--- src/rtl/cpu_fwd_pkg.sv ---
// rtl/cpu_fwd_pkg.sv - entry type, stage indices and result-capture helper for the forwarding scoreboard
package cpu_fwd_pkg;

   // Widest configuration the shared entry type can carry.
   localparam int FWD_MAX_XLEN = 32;
   localparam int FWD_MAX_AW   = 5;

   localparam int STG_E      = 0;
   localparam int STG_M      = 1;
   localparam int STG_W      = 2;
   localparam int FWD_SRC_RF = 0;

   typedef struct packed {
      logic                    valid;
      logic [FWD_MAX_AW-1:0]   addr;
      logic                    ready;
      logic [FWD_MAX_XLEN-1:0] data;
   } fwd_entry_t;

   // A result only lands in a live entry whose value is still outstanding.
   function automatic fwd_entry_t fwd_capture(input fwd_entry_t             e,
                                              input logic                   res_v,
                                              input logic [FWD_MAX_XLEN-1:0] res_d);
      fwd_entry_t r;
      r = e;
      if (e.valid && !e.ready && res_v) begin
         r.ready = 1'b1;
         r.data  = res_d;
      end
      return r;
   endfunction

endpackage

--- src/rtl/fwd_lookup.sv ---
// rtl/fwd_lookup.sv - per-port youngest-match search, operand mux and stall request
module fwd_lookup
   import cpu_fwd_pkg::*;
#(
   parameter int XLEN  = 32,
   parameter int AW    = 5,
   parameter int DEPTH = 3,
   parameter int SW    = 2
) (
   input  logic [DEPTH-1:0]           ent_valid,
   input  logic [DEPTH-1:0]           ent_ready,
   input  logic [DEPTH-1:0][AW-1:0]   ent_addr,
   input  logic [DEPTH-1:0][XLEN-1:0] ent_data,
   input  logic [AW-1:0]              rd_addr,
   input  logic [XLEN-1:0]            rf_data,
   output logic [XLEN-1:0]            rd_data,
   output logic [SW-1:0]              fwd_src,
   output logic                       stall_req
);

   logic            hit;
   logic            hit_ready;
   logic [XLEN-1:0] hit_data;
   logic [SW-1:0]   hit_src;

   // Oldest-to-youngest scan: a later (younger) match overrides an earlier one.
   always_comb begin
      hit       = 1'b0;
      hit_ready = 1'b0;
      hit_data  = '0;
      hit_src   = SW'(FWD_SRC_RF);
      for (int s = DEPTH - 1; s >= 0; s--) begin
         if (ent_valid[s] && (ent_addr[s] == rd_addr) && (rd_addr != '0)) begin
            hit       = 1'b1;
            hit_ready = ent_ready[s];
            hit_data  = ent_data[s];
            hit_src   = SW'(s + 1);
         end
      end
   end

   always_comb begin
      rd_data   = (hit && hit_ready) ? hit_data : rf_data;
      fwd_src   = hit_src;
      stall_req = hit && !hit_ready;
   end

endmodule

--- src/rtl/fwd_scoreboard.sv ---
// rtl/fwd_scoreboard.sv - pending-write scoreboard with operand forwarding and decode stall
module fwd_scoreboard
   import cpu_fwd_pkg::*;
#(
   parameter int XLEN  = 32,
   parameter int NREG  = 32,
   parameter int DEPTH = 3,
   parameter int NPORT = 2,
   parameter int AW    = $clog2(NREG),
   parameter int SW    = $clog2(DEPTH + 1)
) (
   input  logic                   clk,
   input  logic                   reset,
   input  logic                   hold,
   input  logic                   flush,
   input  logic                   iss_valid,
   input  logic [AW-1:0]          iss_addr,
   input  logic                   iss_ready,
   input  logic [XLEN-1:0]        iss_data,
   input  logic [DEPTH-1:0]       res_valid,
   input  logic [DEPTH*XLEN-1:0]  res_data,
   input  logic [NPORT-1:0]       rd_en,
   input  logic [NPORT*AW-1:0]    rd_addr,
   input  logic [NPORT*XLEN-1:0]  rf_data,
   output logic [NPORT*XLEN-1:0]  rd_data,
   output logic [NPORT*SW-1:0]    fwd_src,
   output logic                   stall,
   output logic [31:0]            stall_cnt
);

   fwd_entry_t [DEPTH-1:0]     ent_q;
   fwd_entry_t [DEPTH-1:0]     ent_d;
   fwd_entry_t [DEPTH-1:0]     ent_cap;
   fwd_entry_t                 iss_ent;
   logic                       iss_load;
   logic [31:0]                stall_cnt_q;
   logic [31:0]                stall_cnt_d;
   logic [NPORT-1:0]           stall_req;
   logic [DEPTH-1:0]           ent_valid;
   logic [DEPTH-1:0]           ent_ready;
   logic [DEPTH-1:0][AW-1:0]   ent_addr;
   logic [DEPTH-1:0][XLEN-1:0] ent_data;

   always_comb begin
      for (int s = 0; s < DEPTH; s++) begin
         ent_cap[s]   = fwd_capture(ent_q[s], res_valid[s],
                                    FWD_MAX_XLEN'(res_data[s*XLEN +: XLEN]));
         ent_valid[s] = ent_q[s].valid;
         ent_ready[s] = ent_q[s].ready;
         ent_addr[s]  = ent_q[s].addr[AW-1:0];
         ent_data[s]  = ent_q[s].data[XLEN-1:0];
      end
   end

   // r0 writes never create a live entry; a stalled or flushed issue becomes a bubble.
   always_comb begin
      iss_load = iss_valid && (iss_addr != '0) && !stall && !flush;
      iss_ent  = '0;
      if (iss_load) begin
         iss_ent.valid = 1'b1;
         iss_ent.addr  = FWD_MAX_AW'(iss_addr);
         iss_ent.ready = iss_ready;
         iss_ent.data  = FWD_MAX_XLEN'(iss_data);
      end
   end

   always_comb begin
      ent_d = ent_cap;
      if (!hold) begin
         ent_d[0] = iss_ent;
         for (int s = 1; s < DEPTH; s++) begin
            ent_d[s] = ent_cap[s-1];
         end
      end
   end

   always_comb begin
      stall_cnt_d = stall_cnt_q;
      if (stall && (stall_cnt_q != 32'hFFFF_FFFF)) begin
         stall_cnt_d = stall_cnt_q + 32'd1;
      end
   end

   always_ff @(posedge clk or posedge reset) begin
      if (reset) begin
         ent_q       <= '0;
         stall_cnt_q <= '0;
      end else begin
         ent_q       <= ent_d;
         stall_cnt_q <= stall_cnt_d;
      end
   end

   for (genvar p = 0; p < NPORT; p++) begin : g_port
      fwd_lookup #(
         .XLEN  (XLEN),
         .AW    (AW),
         .DEPTH (DEPTH),
         .SW    (SW)
      ) u_lookup (
         .ent_valid (ent_valid),
         .ent_ready (ent_ready),
         .ent_addr  (ent_addr),
         .ent_data  (ent_data),
         .rd_addr   (rd_addr[p*AW +: AW]),
         .rf_data   (rf_data[p*XLEN +: XLEN]),
         .rd_data   (rd_data[p*XLEN +: XLEN]),
         .fwd_src   (fwd_src[p*SW +: SW]),
         .stall_req (stall_req[p])
      );
   end

   assign stall     = |(rd_en & stall_req);
   assign stall_cnt = stall_cnt_q;

endmodule

--- config.mk ---
export PLATFORM = sky130hd
export DESIGN_NAME = fwd_scoreboard
export DESIGN_NICKNAME = d
export VERILOG_FILES = /design/src/rtl/cpu_fwd_pkg.sv /design/src/rtl/fwd_lookup.sv /design/src/rtl/fwd_scoreboard.sv
export SDC_FILE = /design/constraint.sdc
export NUM_CORES = 1
export LEC_CHECK = 0
export CAP_MARGIN = 20
export CORE_MARGIN = 3
export CORE_UTILIZATION = 45
export CTS_BUF_LIST = sky130_fd_sc_hd__clkbuf_4
export DETAILED_ROUTE_END_ITERATION = 6
export GPL_TIMING_DRIVEN = 0
export HOLD_SLACK_MARGIN = 0.15
export PLACE_DENSITY = 0.87
export RECOVER_POWER = 50
export SLEW_MARGIN = 5
export SYNTH_ARGS = -nofsm -noshare
export SYNTH_HDL_FRONTEND = slang
export SYNTH_SLANG_ARGS = --single-unit
--- constraint.sdc ---
create_clock -name clk -period 6.7 [get_ports clk]
set_clock_uncertainty 0.1 [all_clocks]
set_input_delay 0.67 -clock clk [delete_from_list [all_inputs] [get_ports clk]]
set_output_delay 0.67 -clock clk [all_outputs]
set_load 0.005 [all_outputs]
* Word level (Yosys, flattened, before mapping)
Cells that the tools add are included.
** Cells by class
- Reductions and logical operators :: 37
- Equal/unequal tests :: 8
- Bitwise gates (word level) :: 1
- $add $sub $neg :: 1
- Mux-type cells :: 31
** Operators by type and width (count)
- two-way mux 32 bit :: 8
- two-way mux 111 bit :: 1
- two-way mux 33 bit :: 3
- two-way mux 39 bit :: 1
- adder 32 x 1 -> 32 bit (second input constant) :: 1
- != test 32 bit (second input constant) :: 1
- equality test 5 bit :: 6
- logical AND 1 bit :: 26
- nonzero test 5 bit :: 3
- two-way mux 1 bit :: 12
- two-way mux 2 bit :: 6
- logical NOT 1 bit :: 7
- bitwise AND 2 bit :: 1
- != test 2 x 1 -> 1 bit (second input constant) :: 1
- OR reduction 2 bit :: 1
** Storage, ports and cells
- Output and inout bits :: 101
- Input port bits :: 218
- Register bits :: 149
- Word-level logic and storage cells :: 91

* Logic depth before layout (Yosys ltp)
Gate-level depths: netlist of run 1.
- Depth after elaboration :: 15
- Depth in mapped cells :: 13
- Mapped depth without buffers :: 9

* Cells and area by module
A second synthesis of run 1 with hierarchy kept.
** Unflattened totals
- Cells, all modules :: 996
- Area total of the unflattened synthesis :: 9604.2 µm²
** Modules (own cells, without submodules)
- fwd_scoreboard :: sequential area each 3728.6 µm², times used 1, cells each 562, area each 6638.9 µm²
- fwd_lookup :: sequential area each 0.0 µm², times used 2, cells each 217, area each 1482.7 µm²

* Worst setup path before layout of run 1
Ideal clock, no wire load.
- Path type :: input -> output
- Start point :: input port rd_addr[6]
- End point :: output port rd_data[33]
- Cell stages on the path :: 7
- Arrival :: 2.627 ns
- Setup slack :: 3.303 ns
- Data required time :: 5.930 ns
- Buffers on the path :: 1
- Cells stage by stage :: or4_4 nor2_4 nor3_1 nand4b_1 a31oi_2 clkbuf_1 mux2_2
** On the way
- Longest elaborated chain between the ends :: 8
- Elaborated cells on any way between the ends :: 21
- Those cells by class :: eq/ne: 3; mux: 10; reduce/logical: 8
** RTL lines
- from (decl) :: line fwd_scoreboard.sv:23 : input logic [NPORT*AW-1:0] rd_addr,
- equality test 5 bit :: line fwd_lookup.sv:33 : if (ent_valid[s] && (ent_addr[s] == rd_addr) && (rd_addr != '0)) begin
- logical AND 1 bit (2 in a row) :: line fwd_lookup.sv:33
- two-way mux 1 bit (3 in a row) :: line fwd_lookup.sv:33
- logical AND 1 bit :: line fwd_lookup.sv:43 : rd_data = (hit && hit_ready) ? hit_data : rf_data;
- two-way mux 32 bit (*) :: line fwd_lookup.sv:43
- to (decl) :: line fwd_scoreboard.sv:25 : output logic [NPORT*XLEN-1:0] rd_data,
Mark *: on every way between the ends. The rest lies on a longest branch, timed or not.

* Final worst setup path of run 1
- Start point :: input port rd_addr[0]
- End point :: output port rd_data[1]
The elaborated chain is that of the path after synthesis.

==> results.md, run 1 <==
* Ys flop type: dfrtp_1
* Final setup viols at 0
* Filler cell count at 1,530
* DRC at 0
* Ys Warns at 0
* Critical path class: input pin to output pin
* Pin count of the biggest net entering global routing at 79
* Headroom to the max-slew limit at -118%
* Register area at 3730 um^2
* DR iter-0 viols at 798
* Clock Path Buffers at 2
* Synthesized cell area at 9090 um^2
* Cell taking the most area after synthesis: dfrtp_1
* Slew Viols, Final at 152
* Total gr overflow at 0
* Total number of vias at 9,216
* Die Area at 21,900 um^2
* Fin worst setup slack at 1.54 ns
* Placed Area at 12,600 um^2
* VDD IR-drop max at 0.000121 V
* Die outline width at 148 um
* Setup crit end: rd_data[1]
* Synth Instances at 928
* Nets at 1,485
* Run status: finished, violations left
* Top cells by area, synth: dfrtp_1 41%, mux2_2 14%, a22oi_1 7.8%, o21ai_0 5.3%, xnor2_1 3.9%
* CP max stage cell: clkdlybuf4s50_1
* Top cell type's share of synthesized area at 41.0%
* DRT antenna net count at 0
* WP data arrival at 4.39 ns
* Cell leakage power at 5.19 nW
* Core area at 19,700 um^2
* Mean post-synth cell area at 9.80 um^2
* Worst Setup SP: rd_addr[0]
* Fmax at 194 MHz
* Final Core Density at 65.5%
* RR Startpoint: ent_addr[4]
* Worst-skew pair later-pin latency at 0.58 ns
* Post-CTS Setup Inserts at 0
* Critical Path Start Type: input pin
* Worst reg2reg path depth at 12
* Pwr dens at 166 nW/um^2
* Sequential fraction of the synthesis area at 41.0%
* Starting Density at 46.3%
* Port bufs at 317
* RSZ-0062 raised after global routing: false
* Drt first pass iters at 6
* Wire length per cell at 22.4 um
* Finished Cell Area at 12,900 um^2
* Clock Sinks at 149
* Pre-CTS WS at 1.64 ns
* Worst r2r dst: ent_data[14]
* Ports at 319
* Number of flops mapped to enable cells by yosys at 0
* CP endpoint kind: output pin
* Post-cts sizing count at 0
* Post-Syn Nets at 1,147
* # rows at 51
* Max Cap Violations at 2
* Num CTS Buffers at 17
* CTS tree: built
* Synth unique cells at 47
* Multi-input logic area at 5010 um^2
* Clk pin slew, worst setup/hold paths at 0.11 ns
* Hold Vio Cnt, Final at 0
* DR vias/cell at 5.95
* Hold WC Path Type: flip-flop to flip-flop
* Filler-free cell count of the finished design at 1,548
* Inst Count DP at 1,511
* Slew at the pin with the worst max-slew slack at 3.25 ns
* Routability cong. at 0.907
* Req. time, crit path at 5.93 ns
* H-tree Lvls at 4
* Global-route wire length before repair at 52.4 mm
* Gr usage total at 30.7%
* Slowest Stage Delay on Critical Path at 0.64 ns
* Reg-to-reg slack, setup at 3.42 ns
* Hold buffers post-CTS at 0
* Antenna violations before repair at 8
* Final Critical Period at 5.16 ns
* Synth Register Bits at 149
* Tcrit/Tclk final at 77.0%
* Root buffer cell: clkbuf_4
* Synth async-reset ratio at 100%
* Setup TNS at 0 ns
* Crit-path cells: clkdlybuf4s50_1 -> xnor2_1 -> nand4_1 -> nor3_1 -> clkbuf_1 -> clkbuf_1 -> o21ai_0 -> mux2_2 -> clkdlybuf4s50_1
* Die Ht at 148 um
* Failing checks: max-capacitance violations, max-slew violations
* Area grow syn2layout at 41.6%
* Final WL at 34.7 mm
* Critical path peak fanout at 10
* Number of global-route vias before repair at 9,384
* DPL Wire Length at 25.6 mm
* Share of layout cells above drive strength 1 at 13.1%
area by class of cell:
class | count | share of cell area, %
multi-input combinational | 696 | 38.9
sequential | 149 | 29.0
timing repair buffer | 319 | 24.7
tap | 265 | 2.58
buffer | 76 | 2.55
clock buffer | 18 | 1.05
clock inverter | 12 | 0.894
inverter | 7 | 0.233
antenna | 6 | 0.117
cells in the final DEF, fill, tap and decap left out, types with 6 or more instances in the layout:
cell type	synthesis	layout
clkdlybuf4s50_1	0	305
dfrtp_1	149	149
mux2_2	112	107
o21ai_0	97	97
a22oi_1	94	94
nand2_1	85	85
clkbuf_1	62	65
nor2_1	46	46
xnor2_1	41	41
a22o_1	37	37
mux2i_1	33	33
a21oi_1	32	32
xor2_1	19	19
clkbuf_4	0	18
nand4_1	14	14
nand3_1	14	14
nor4_1	12	12
dlygate4sd3_1	0	12
nor3_1	8	8
diode_2	0	6
power breakdown:
group / internal, mW / switching (mW) / total [mW]
clock network: 0.215 / 0.330 / 0.545
logic: 0.300 / 0.217 / 0.517
registers: 0.992 / 0.0825 / 1.07
stage by stage:
stage               total power [mW]  hold WS (ns)
floorplan                       1.32         0.373
global placement                1.58         0.378
detailed placement              1.60         0.381
CTS                             2.14         0.404
global route                    2.24         0.420
finish                          2.14         0.391
worst max-delay path, delay by kind of cell:
family	cells	cell delay, ns
mux	1	0.33
buf+inv	4	2.22
simple gates	2	0.71
compound gates	1	0.29
xor+xnor	1	0.16
how the worst min path moves through the flow:
stage	cells after the start	from	slack (ns)	end
global placement	1	stall_cnt[8]	0.38	stall_cnt[8]
detailed placement	1	stall_cnt[19]	0.38	stall_cnt[19]
CTS	1	stall_cnt[24]	0.40	stall_cnt[24]
finish	1	stall_cnt[8]	0.39	stall_cnt[8]
global route	1	stall_cnt[4]	0.42	stall_cnt[4]
floorplan	2	ent_data[64]	0.37	ent_data[64]
sequential cells by signal, summed over array words and instances, names as in the netlist:
name / count
stall_cnt: 32
ent_cap: 3
ent_q: 3
ent_addr: 15
ent_data: 96
synth_stat cells (2+ instances only):
master      n
nand2_1    85
or3_1       4
xnor2_1    41
inv_1       6
nand4_1    14
mux2_2    112
or4_4       3
mux2i_1    33
xor2_1     19
nor2_4      3
dfrtp_1   149
nor3_1      8
nor4_1     12
or2_2       3
nand3b_1    2
buf_2       4
o21ai_0    97
o31ai_1     2
nand4b_1    3
a22oi_1    94
and2_1      4
nor2_1     46
nor4_2      5
buf_6       5
and3_1      5
a21oi_1    32
a22o_1     37
nor3_2      2
and4_1      2
nand3_1    14
buf_1       5
clkbuf_1   62
layer usage:
metal | part of all wire, % | GRT usage, %
met1 | 36 | 37.4
met2 | 47 | 49.8
met3 | 13 | 10.6
met4 | 3.9 | 13.4
met5 | 0.11 | 0
kinds of logic after synthesis:
kind of cell	synth area share, %
xor gates and xnor gates	5.96
adders and majority gates	0.138
muxes	17.5
DFF	41.0
buffers and inverters	3.92
AOI/OAI and AO/OA	19.3
and+or+nand+nor	12.1
(Power assumes the default switching activity.)
==> inputs of run 2 (changes only) <==
Clock period 6.7 ns to 5.1 ns, I/O delays scaled along.
==> run 2 against run 1 <==
  * The flow still finishes with violations (max-capacitance violations, max-slew violations)
  * Core utilization rose by 0.11 points
  * Count of clock-buffer cells in the layout did not move
  * Setup slack got worse by 1.2 ns
  * Clock power rose by 32%
  * Critical path depth did not move
  * Cell count did not move
  * Non-clock buffer count did not move
  * Design area rose by 0.18%
  * Critical path type unchanged
  * Combinational power rose by 32%
  * Sequential share of layout area fell by 0.051 points
  * Power rose by 32%
==> results.md, run 2 (synthesis gave the netlist of run 1 again) <==
* Number of global-route vias before repair at 9,384
* Share of layout cells above drive strength 1 at 13.1%
* Port bufs at 317
* Cell leakage power at 5.24 nW
* Slew at the pin with the worst max-slew slack at 3.40 ns
* Total gr overflow at 0
* WP data arrival at 4.20 ns
* Fin worst setup slack at 0.292 ns
* Clock Path Buffers at 2
* Wire length per cell at 22.4 um
* Worst-skew pair later-pin latency at 0.57 ns
* Num CTS Buffers at 17
* Core area at 19,700 um^2
* Antenna violations before repair at 8
* Ports at 319
* Pwr dens at 218 nW/um^2
* Post-CTS Setup Inserts at 0
* VDD IR-drop max at 0.000158 V
* H-tree Lvls at 4
* Final WL at 34.7 mm
* Area grow syn2layout at 41.9%
* Critical Path Start Type: input pin
* DRT antenna net count at 0
* CP endpoint kind: output pin
* DR iter-0 viols at 773
* RSZ-0062 raised after global routing: false
* Req. time, crit path at 4.49 ns
* # rows at 51
* Clock Sinks at 149
* Critical path class: input pin to output pin
* Hold Vio Cnt, Final at 0
* Pre-CTS WS at 0.361 ns
* Routability cong. at 0.907
* Final Core Density at 65.6%
* Final Critical Period at 4.81 ns
* Starting Density at 46.3%
* Final setup viols at 0
* Fmax at 208 MHz
* Drt first pass iters at 6
* Die Area at 21,900 um^2
* DPL Wire Length at 25.6 mm
* Commonest non-fill, non-tap cell in the layout: clkdlybuf4s50_1
* Run status: finished, violations left
* Total number of vias at 9,193
* Most frequent cells in the layout: 294 x clkdlybuf4s50_1, 149 x dfrtp_1, 107 x mux2_2, 97 x o21ai_0, 94 x a22oi_1
* CTS tree: built
* Hold WC Path Type: flip-flop to flip-flop
* Clk pin slew, worst setup/hold paths at 0.11 ns
* Gr usage total at 30.7%
* Root buffer cell: clkbuf_4
* Failing checks: max-capacitance violations, max-slew violations
* Max Cap Violations at 1
* Slew Viols, Final at 72
* Filler cell count at 1,527
* Headroom to the max-slew limit at -128%
* DRC at 0
* Hold buffers post-CTS at 0
* Critical path peak fanout at 10
* Total power at 2.81 mW
* Die Ht at 148 um
* Tcrit/Tclk final at 94.3%
* Global-route wire length before repair at 52.4 mm
* Nets at 1,485
* DR vias/cell at 5.94
* Post-cts sizing count at 0
* Max reg flops at 96
* Pin count of the biggest net entering global routing at 79
* Die outline width at 148 um
run 2: worst paths after layout:
path | from | cells past startpoint | slack, ns | endpoint
max reg2reg | ent_addr[4] | 12 | 1.84 | ent_data[14]
max in group asynchronous | reset | 2 | 2.10 | ent_data[46]
min reg2reg | stall_cnt[8] | 1 | 0.39 | stall_cnt[8]
min | stall_cnt[8] | 1 | 0.39 | stall_cnt[8]
min in group asynchronous | reset | 2 | 1.28 | ent_data[73]
max | rd_addr[0] | 9 | 0.29 | rd_data[1]
run 2: layout make-up:
cell class	count	area, um^2	area share [%]
Tap cell	265	332	2.57
Buffer	76	328	2.54
Antenna cell	6	15.0	0.116
Timing Repair Buffer	319	3210	24.9
Clock inverter	12	115	0.893
Clock buffer	18	135	1.05
Sequential cell	149	3730	28.9
Inverter	7	30.0	0.233
Multi-Input combinational cell	696	5010	38.8
run 2: routing by layer:
layer	vias up	routed length [um]	share of wire (%)	track usage, %
met5	-	35	0.10	0
met4	6	1420	4.1	13.4
met3	100	4050	12	10.6
met2	578	16400	47	49.8
met1	4411	12800	37	37.4
li1	4098	-	-	-
run 2: worst max-delay path, cell delays in order:
cell	delay, ns
clkdlybuf4s50_1	0.64
xnor2_1	0.16
nand4_1	0.13
nor3_1	0.56
clkbuf_1	0.56
clkbuf_1	0.56
o21ai_0	0.29
mux2_2	0.33
clkdlybuf4s50_1	0.45
run 2: metrics by stage:
step | std cells | TNS (ns) | hold WS (ns) | cell area (um^2)
after global placement | 1510 | -228.35 | 0.378 | 12600
after global routing | 1547 | 0 | 0.371 | 12900
final | 1548 | 0 | 0.391 | 12900
after CTS | 1541 | 0 | 0.320 | 12900
after detailed placement | 1511 | 0 | 0.381 | 12600
after floorplan | 928 | 0 | 0.373 | 9090
run 2: power by group:
| part | total (mW) | switching, mW | internal, mW |
|---|---|---|---|
| sequential | 1.41 | 0.109 | 1.30 |
| clock | 0.719 | 0.436 | 0.283 |
| combinational | 0.680 | 0.285 | 0.396 |
| total | 2.81 | 0.830 | 1.98 |
==> inputs of run 3 (changes only) <==
Settings changed: CORE_MARGIN 3 to 4.
==> run 3 against run 2 <==
  * The run still ends with max-capacitance violations, max-slew violations left
  * Count of clock-buffer cells in the layout is 1 lower
  * Fmax decreased by 1.9%
  * Non-clock buffer count unchanged
  * Sequential share of layout area fell by 0.18 points
==> results.md, run 3 (synthesis gave the netlist of run 1 again) <==
* # rows at 51
* Run status: finished, violations left
* Pin count of the biggest net entering global routing at 79
* Hold buffers post-CTS at 0
* Core area at 19,700 um^2
* Total gr overflow at 0
* Critical Path Start Type: input pin
* Slew Viols, Final at 72
* Pre-CTS WS at 0.217 ns
* DPL Wire Length at 26.5 mm
* Die Ht at 150 um
* Critical path class: input pin to output pin
* Slowest Stage Delay on Critical Path at 0.64 ns
* RSZ-0062 raised after global routing: false
* CTS tree: built
* Final WL at 35.4 mm
* Wire length per cell at 22.9 um
* Filler cell count at 1,598
* Met3 Wirelength at 3.90 mm
* Slew at the pin with the worst max-slew slack at 3.45 ns
* DR iter-0 viols at 574
* Routed wl met2 at 16.9 mm
* Num CTS Buffers at 17
* Starting Density at 46.3%
* Hold WC Path Type: flip-flop to flip-flop
* Clock Sinks at 149
* Hold_ws at 0.401 ns
* Total number of vias at 9,255
* Reg-to-reg slack, setup at 1.83 ns
* DRT antenna net count at 0
* DR vias/cell at 5.98
* Number of global-route vias before repair at 9,536
* Fin worst setup slack at 0.199 ns
* Max reg flops at 96
* Clk pin slew, worst setup/hold paths at 0.11 ns
* Max Cap Violations at 1
* Crit-path cells: clkdlybuf4s50_1 -> xnor2_1 -> nand4_1 -> nor3_1 -> clkbuf_1 -> clkbuf_1 -> o21ai_0 -> mux2_2 -> clkdlybuf4s50_1
* Req. time, crit path at 4.49 ns
* Cell leakage power at 5.25 nW
* WP data arrival at 4.29 ns
* Max Used Layer: met5
* Headroom to the max-slew limit at -132%
* Final Core Density at 66.0%
* Setup crit end: rd_data[1]
* Antenna violations before repair at 6
* Root buffer cell: clkbuf_4
* Share of layout cells above drive strength 1 at 13.1%
* Commonest non-fill, non-tap cell in the layout: clkdlybuf4s50_1
* Total power at 2.98 mW
* Stages on worst setup path at 9
* Crit path max-delay family: buffers and inverters
* Final Critical Period at 4.90 ns
* Die Area at 22,500 um^2
* Post-cts sizing count at 0
* H-tree Lvls at 4
* Gr usage total at 30.3%
* Area grow syn2layout at 42.8%
* M1 wire length at 13.2 mm
* Routability cong. at 0.885
* Post-CTS Setup Inserts at 0
* Worst-skew pair later-pin latency at 0.57 ns
* Final setup viols at 0
* Tcrit/Tclk final at 96.1%
* Most frequent cells in the layout: 301 x clkdlybuf4s50_1, 149 x dfrtp_1, 105 x mux2_2, 97 x o21ai_0, 94 x a22oi_1
* Hold Vio Cnt, Final at 0
* Ports at 319
* Die outline width at 150 um
* VDD IR-drop max at 0.000172 V
* Worst reg2reg path depth at 11
* Port bufs at 317
* Worst Setup SP: rd_addr[0]
* CP Buf/Inv Count at 4
* RR Startpoint: ent_addr[4]
* Global-route wire length before repair at 52.7 mm
* Failing checks: max-capacitance violations, max-slew violations
* Drt first pass iters at 7
* CP max stage cell: clkdlybuf4s50_1
* CP endpoint kind: output pin
* Pwr dens at 229 nW/um^2
* Worst r2r dst: ent_data[30]
* DRC at 0
* Critical path peak fanout at 10
* Nets at 1,485
* Clock Path Buffers at 2
* Fmax at 204 MHz
## run 3: stage by stage
stage,instance area [um^2],cells,setup TNS [ns]
3_5_place_dp,12600,1511,0
6_report,13000,1548,0
5_1_grt,13000,1548,0
3_3_place_gp,12600,1510,-239.27
2_1_floorplan,9090,928,0
4_1_cts,13000,1543,0
## run 3: worst reg2reg max path: cells and delay by family, from the launching register on
family	cells	cell delay, ns
compound gates	4	1.04
xor+xnor	1	0.19
buf+inv	3	0.55
flops	1	0.47
simple gates	3	0.85
## run 3: worst min path at each step
stage,from,endpoint,slack [ns],cells past startpoint
finish,stall_cnt[8],stall_cnt[8],0.40,1
global route,iss_data[18],ent_data[18],0.41,2
CTS,reset,ent_data[47],0.30,2
detailed placement,stall_cnt[24],stall_cnt[24],0.38,1
global placement,stall_cnt[8],stall_cnt[8],0.38,1
floorplan,ent_data[64],ent_data[64],0.37,2
## run 3: power breakdown
part / total, mW / internal, mW / switching [mW]
combinational: 0.684 / 0.397 / 0.287
clock: 0.879 / 0.433 / 0.446
sequential: 1.41 / 1.30 / 0.110
## run 3: layout make-up
cell class	instances	area [um^2]	area share [%]
inverters	7	30.0	0.231
diodes	4	10.0	0.0771
multi-input cells	696	5010	38.6
flip-flops and latches	149	3730	28.7
clock buffers	17	128	0.983
clock inverters	15	209	1.61
well taps	265	332	2.55
repair buffers	319	3210	24.7
plain buffers	76	328	2.53
## run 3: per-layer routing
metal | global-route usage, % | vias to the layer above
met4 | 12.9 | 4
met5 | 0 | -
met3 | 9.27 | 91
li1 | - | 4093
met1 | 37.0 | 4465
met2 | 49.9 | 602
==> variant 1: new RTL, config.mk and constraints of run 2 <==
The parameter `NREG` goes from 32 to 16.
--- a/src/rtl/fwd_scoreboard.sv
+++ b/src/rtl/fwd_scoreboard.sv
@@ -3,7 +3,7 @@
    import cpu_fwd_pkg::*;
 #(
    parameter int XLEN  = 32,
-   parameter int NREG  = 32,
+   parameter int NREG  = 16,
    parameter int DEPTH = 3,
    parameter int NPORT = 2,
    parameter int AW    = $clog2(NREG),
Interface: changed (resized iss_addr and rd_addr); port bits go from 319 to 316. The function was not compared with the original's and may differ.
==> variant 1 against run 2 <==
- setup slack got worse by 38 ps
- synthesized cell count rose by 0.54%
- area after synthesis fell by 2.3%
- combinational power up 7.2%
- the flow still finishes with violations (max-capacitance violations, max-slew violations)
- global-route usage is 1.4 points higher
- cell count is 0.39% lower
- highest routed layer unchanged
- critical path type unchanged
- largest cell class unchanged
- total power grew 2.9%
- design area shrank 1.9%
- sequential cell count down 3
- register-to-register slack better by 170 ps
- routed wire length grew 1.6%
==> variant 1: results (changes against run 2) <==
pwr:
  power_leakage_nw: 5.626  # was 5.236 nW
  irDropWorstVdd_mv: 0.2232  # was 0.1579 mV
global_routing:
  grt_usage_pct: 32.12  # was 30.74%
  grt_pass1_vias: 9458  # was 9384
  grt_first_pass_wirelength_um: 53850  # was 52450 um
  grt_max_degree: 79  # unchanged
place:
  postPlaceCellArea_um2: 12350  # was 12630 um^2
  post-dp-hpwl_um: 26460  # was 25650 um
  post-place-ws_ps: 382.5  # was 360.8 ps
  port_buffers: 310  # was 317
  gp_congestion: 0.9331  # was 0.9071
logic_synthesis:
  netlist_top_cells_count: "dfrtp_1, o21ai_0, nor2_1"  # was dfrtp_1, mux2_2, o21ai_0
  synthArstFlopShare_pct: 100.0  # unchanged
  seq_area_frac_synth_pct: 41.12  # was 41.01%
  synth_cell_types: 49  # was 47
  synth_nets: 1149  # was 1147
  synth_warnings: 0  # unchanged
  synthTopCellsByArea: "dfrtp_1, mux2_2, o21ai_0, a22oi_1, xor2_1"  # was dfrtp_1, mux2_2, a22oi_1, o21ai_0, xnor2_1
critical_path:
  startpoint: "rd_addr[3]"  # was rd_addr[0]
  crit_family: "buffers and inverters"  # unchanged
  critPathArrivalTime_ps: 4240  # was 4200 ps
  r2r-start: "stall_cnt[3]"  # was ent_addr[4]
  rr_worst_depth: 9  # was 12
  rrSetupSlack_ps: 2010  # was 1840 ps
  cp_slowest_cell: "clkdlybuf4s50_1"  # unchanged
  slowest_delay_ps: 570  # was 640 ps
  timing.rr.end: "stall_cnt[19]"  # was ent_data[14]
detailed_routing:
  vias: 9437  # was 9193
  wl_per_cell_um: 22.84  # was 22.40 um
  dr.first_iter.drc_count: 1056  # was 773
clock_tree:
  post_cts_buffers: 0  # unchanged
  h-tree-depth: 4  # unchanged
  clk-insertion-delay-late_ps: 570  # about the same
  cts_inserted_buffers: 17  # unchanged
  cts_resized: 0  # unchanged
  path_clk_slew_ps: 120
timing:
  fmax_mhz: 206.3  # was 208.0 MHz
  worst_slew_pin_slew_ps: 3243  # was 3400 ps
  drv_slew: 69  # was 72
  hold_slack_ps: 397.7  # was 391.1 ps
min_path:
  hold_class: "primary input to flop"  # was flop to flop
  whs_endpoint: "ent_q[32]"  # was stall_cnt[8]
  min-delay-start: "iss_ready"  # was stall_cnt[8]
  hold_depth: 2  # was 1
finish:
  drive_gt1_share_pct: 10.96  # was 13.08%
  nNetsFinal: 1480  # was 1485
  largest_reg_flops: 96  # unchanged
status:
  status: "complete, but fails checks"  # unchanged
  failed_checks: "max-capacitance violations, max-slew violations"  # unchanged
run:
  maxCapViolCount: 1  # unchanged
[variant 1: cell types whose count changed in the layout (fill, tap and decap cells not counted), moves of 29 or more]
cell     delta
a21oi_1    +38
a221o_1    +32
a22oi_1    -29
mux2_2     -33
nand2_1    -33
nor2_1     +33
xnor2_1    -31
[variant 1: cell type report]
class | instances | area (um^2)
diodes | 5 | 12.51
plain buffers | 84 | 370.4
clock buffers | 19 | 142.6
clock inverters | 13 | 142.6
fillers | 1561 | 6371
inverters | 7 | 27.53
multi-input cells | 696 | 4835
flip-flops and latches | 146 | 3654
well taps | 260 | 325.3
repair buffers | 312 | 3138
[variant 1: report_power, final]
group          switching (mW)  internal [mW]  total [mW]  leakage (nW)
clock                   0.428          0.341       0.769         0.148
sequential              0.114           1.28        1.40          1.89
combinational           0.326          0.403       0.729          3.59
total                   0.868           2.03        2.89          5.63
[variant 1: per-layer routing]
metal / share of wire (%) / track usage [%] / vias up
met5: 0.16 / 0 / -
met4: 5.0 / 15.19 / 8
met3: 11 / 10.18 / 121
met2: 47 / 52.07 / 614
met1: 36 / 39.01 / 4554
li1: - / - / 4140
[variant 1: worst reg2reg max path, stage by stage (launching register included)]
cell and delay, ps:
dfrtp_1 460, and4_1 310, and3_1 170, buf_2 160, nand4_1 380, nor3_1 620
or2_2 210, clkbuf_1 280, nor3_1 120, xor2_1 160
[variant 1: logic make-up after synthesis]
logic type | Yosys count | share of synthesized area [%]
AOI/OAI and AO/OA | 312 | 23.38
xor gates and xnor gates | 53 | 5.225
adders and majority gates | 1 | 0.1408
buffers and inverters | 91 | 4.464
DFF | 146 | 41.12
muxes | 108 | 13.22
and+or+nand+nor | 222 | 12.45
[variant 1: metrics by stage]
step	TNS (ps)	std cells
floorplan	0	933
global placement	-208630	1503
detailed placement	0	1505
CTS	0	1537
global route	0	1541
finish	0	1542
[variant 1: worst max path at each step]
stage                               to  cells after the start
after CTS                  rd_data[31]                     10
after floorplan            ent_addr[0]                      1
final                      rd_data[29]                     10
after global placement    ent_data[24]                      2
after detailed placement   rd_data[31]                     10
after global routing       rd_data[29]                     10
==> variant 2: new RTL, flow settings as in run 2 <==
Made on the original files. Register the output `stall_cnt` once more, without a reset; this adds one clock of latency there. The other outputs are not delayed to match.
--- a/src/rtl/fwd_scoreboard.sv
+++ b/src/rtl/fwd_scoreboard.sv
@@ -111,7 +111,9 @@
    end
 
    assign stall     = |(rd_en & stall_req);
-   assign stall_cnt = stall_cnt_q;
+   always_ff @(posedge clk) begin
+      stall_cnt <= stall_cnt_q;
+   end
 
 endmodule
 
Formal check against the unedited RTL: not equivalent (Yosys sat finds a counterexample within 4 cycles, from zero or initial values and one cycle with reset high).
==> variant 2 against run 2 <==
- the flow finishes with violations (design-rule violations, max-capacitance violations, max-slew violations)
- setup slack got worse by 72 ps
- combinational power shrank 2%
- design area grew 4.7%
- sequential cell count increased by 32
- synthesized cell count rose by 3.6%
- total power up 14%
- non-clock buffer count up 3
- critical path depth unchanged
- sequential share of layout area rose by 3.5 points
- area after synthesis increased by 6.0%
- routed wire length rose by 5.8%
- largest power group unchanged
==> variant 2: results (changes against run 2) <==
status:
  status: "complete, but fails checks"  # unchanged
  failed_checks: "design-rule violations, max-capacitance violations, max-slew violations"  # was max-capacitance violations, max-slew violations
place:
  postPlaceCellArea_um2: 13200  # was 12630 um^2
  post-dp-hpwl_um: 27480  # was 25650 um
  port_buffers: 318  # was 317
  gp_congestion: 0.9456  # was 0.9071
clock_tree:
  clockBufferDepth: 2  # unchanged
  h-tree-depth: 4  # unchanged
  clk-insertion-delay-late_ps: 590  # was 570 ps
  cts.root.buffer_cell: "clkbuf_4"  # unchanged
  cts_inserted_buffers: 17  # unchanged
  path_clk_slew_ps: 140  # was 110 ps
global_routing:
  grt_usage_pct: 30.63  # was 30.74%
  grt_max_degree: 91  # was 79
  grt_first_pass_wirelength_um: 55840  # was 52450 um
  antenna_found_initial: 5  # was 8
finish:
  final_cells: 1589  # was 1548
  largest_reg_flops: 96  # unchanged
  nNetsFinal: 1520  # was 1485
  drive_gt1_share_pct: 10.27  # was 13.08%
logic_synthesis:
  synth_cell_types: 48  # was 47
  synth_warnings: 0  # unchanged
  netlist_top_cells_count: "dfrtp_1, o21ai_0, mux2_2"  # was dfrtp_1, mux2_2, o21ai_0
  synth_nets: 1180  # was 1147
  synthTopCellsByArea: "dfrtp_1, mux2_2, dfxtp_1, xnor2_1, o21ai_0"  # was dfrtp_1, mux2_2, a22oi_1, o21ai_0, xnor2_1
  synth_edf_count: 0  # unchanged
  seq_area_frac_synth_pct: 45.32  # was 41.01%
  avgSynthCellArea_um2: 10.03  # was 9.797 um^2
  synth_ff_type: "dfrtp_1"  # unchanged
  synthArstFlopShare_pct: 82.32  # was 100.0%
pwr:
  irDropWorstVdd_mv: 0.2802  # was 0.1579 mV
  power_leakage_nw: 5.574  # was 5.236 nW
critical_path:
  slowest_delay_ps: 790  # was 640 ps
  cp_slowest_cell: "nor4_1"  # was clkdlybuf4s50_1
  rr_worst_depth: 10  # was 12
  crit_fanout: 10  # unchanged
  critPathArrivalTime_ps: 4270  # was 4200 ps
timing:
  worst_slew_pin_slew_ps: 2745  # was 3400 ps
  hold_viol_final: 0  # unchanged
  drv_slew: 152  # was 72
min_path:
  hold_depth: 0  # was 1
  hold_class: "flop to flop"  # unchanged
detailed_routing:
  drt-pass1-iter-count: 7  # was 6
  dr.first_iter.drc_count: 860  # was 773
  vias: 9503  # was 9193
  wirelength_um: 36700  # was 34670 um
  drc: 2  # was 0
run:
  maxCapViolCount: 2  # was 1
## variant 2: cell count changes after synthesis, sizes merged, moves of 5 or more
cell,run 2,this run
a221o,0,31
a22oi,94,64
dfxtp,0,32
inv,7,36
mux2,112,79
nand2,86,53
nand3,14,21
nand4,14,19
nor4,17,5
o211ai,1,31
xnor2,42,56
xor2,19,5
## variant 2: what timing repair did
action | CTS | global route
buffers inserted | 0 | 0
gates resized for setup | 0 | 4
setup endpoints to repair | 0 | 1
hold buffers | 0 | 0
## variant 2: power breakdown
group | internal [mW] | switching [mW]
Clock | 0.341 | 0.521
Sequential | 1.56 | 0.117
Combinational | 0.381 | 0.288
Total | 2.28 | 0.926
## variant 2: stage by stage
stage	worst slack (ps)	TNS (ps)
6_report	219.3	0
3_5_place_dp	192.0	0
2_1_floorplan	482.0	0
3_3_place_gp	-1623	-239680
4_1_cts	200.7	0
5_1_grt	42.44	0
## variant 2: cell families after synthesis
family | Yosys count | synth area share [%]
mux | 112 | 12.65
buf+inv | 113 | 4.620
xor+xnor | 61 | 5.542
flops | 181 | 45.32
compound gates | 304 | 21.83
simple gates | 189 | 9.903
fa+ha+maj | 1 | 0.1298
## variant 2: worst max-delay path, delay by kind of cell
kind	cells	cell delay (ps)
AOI/OAI and AO/OA	1	310
buffers and inverters	4	2100
muxes	1	330
and+or+nand+nor	3	1020
## variant 2: final timing paths
check / start / endpoint / slack (ps)
setup / recovery: rd_addr[6] / rd_data[34] / 220
hold / removal: stall_cnt_q[24] / stall_cnt[24] / 340
setup reg to reg: ent_addr[5] / ent_data[31] / 1540
hold reg to reg: stall_cnt_q[24] / stall_cnt[24] / 340
max in group asynchronous: reset / ent_addr[6] / 780
min in group asynchronous: reset / ent_data[7] / 1010
## variant 2: layout make-up
| cell class | instances | area [um^2] |
|---|---|---|
| inverters | 36 | 136.4 |
| well taps | 270 | 337.8 |
| clock inverters | 15 | 177.7 |
| clock buffers | 17 | 127.6 |
| diodes | 5 | 12.51 |
| repair buffers | 321 | 3198 |
| flip-flops and latches | 181 | 4369 |
| fillers | 1576 | 7127 |
| multi-input cells | 667 | 4826 |
| plain buffers | 77 | 312.8 |
## variant 2: metal layers
layer	track usage (%)	vias up	wire, um
met1	37.84	4523	13500
met3	8.662	103	3914
met2	51.16	626	17700
met5	0	-	14
met4	11.60	4	1559
li1	-	4247	-
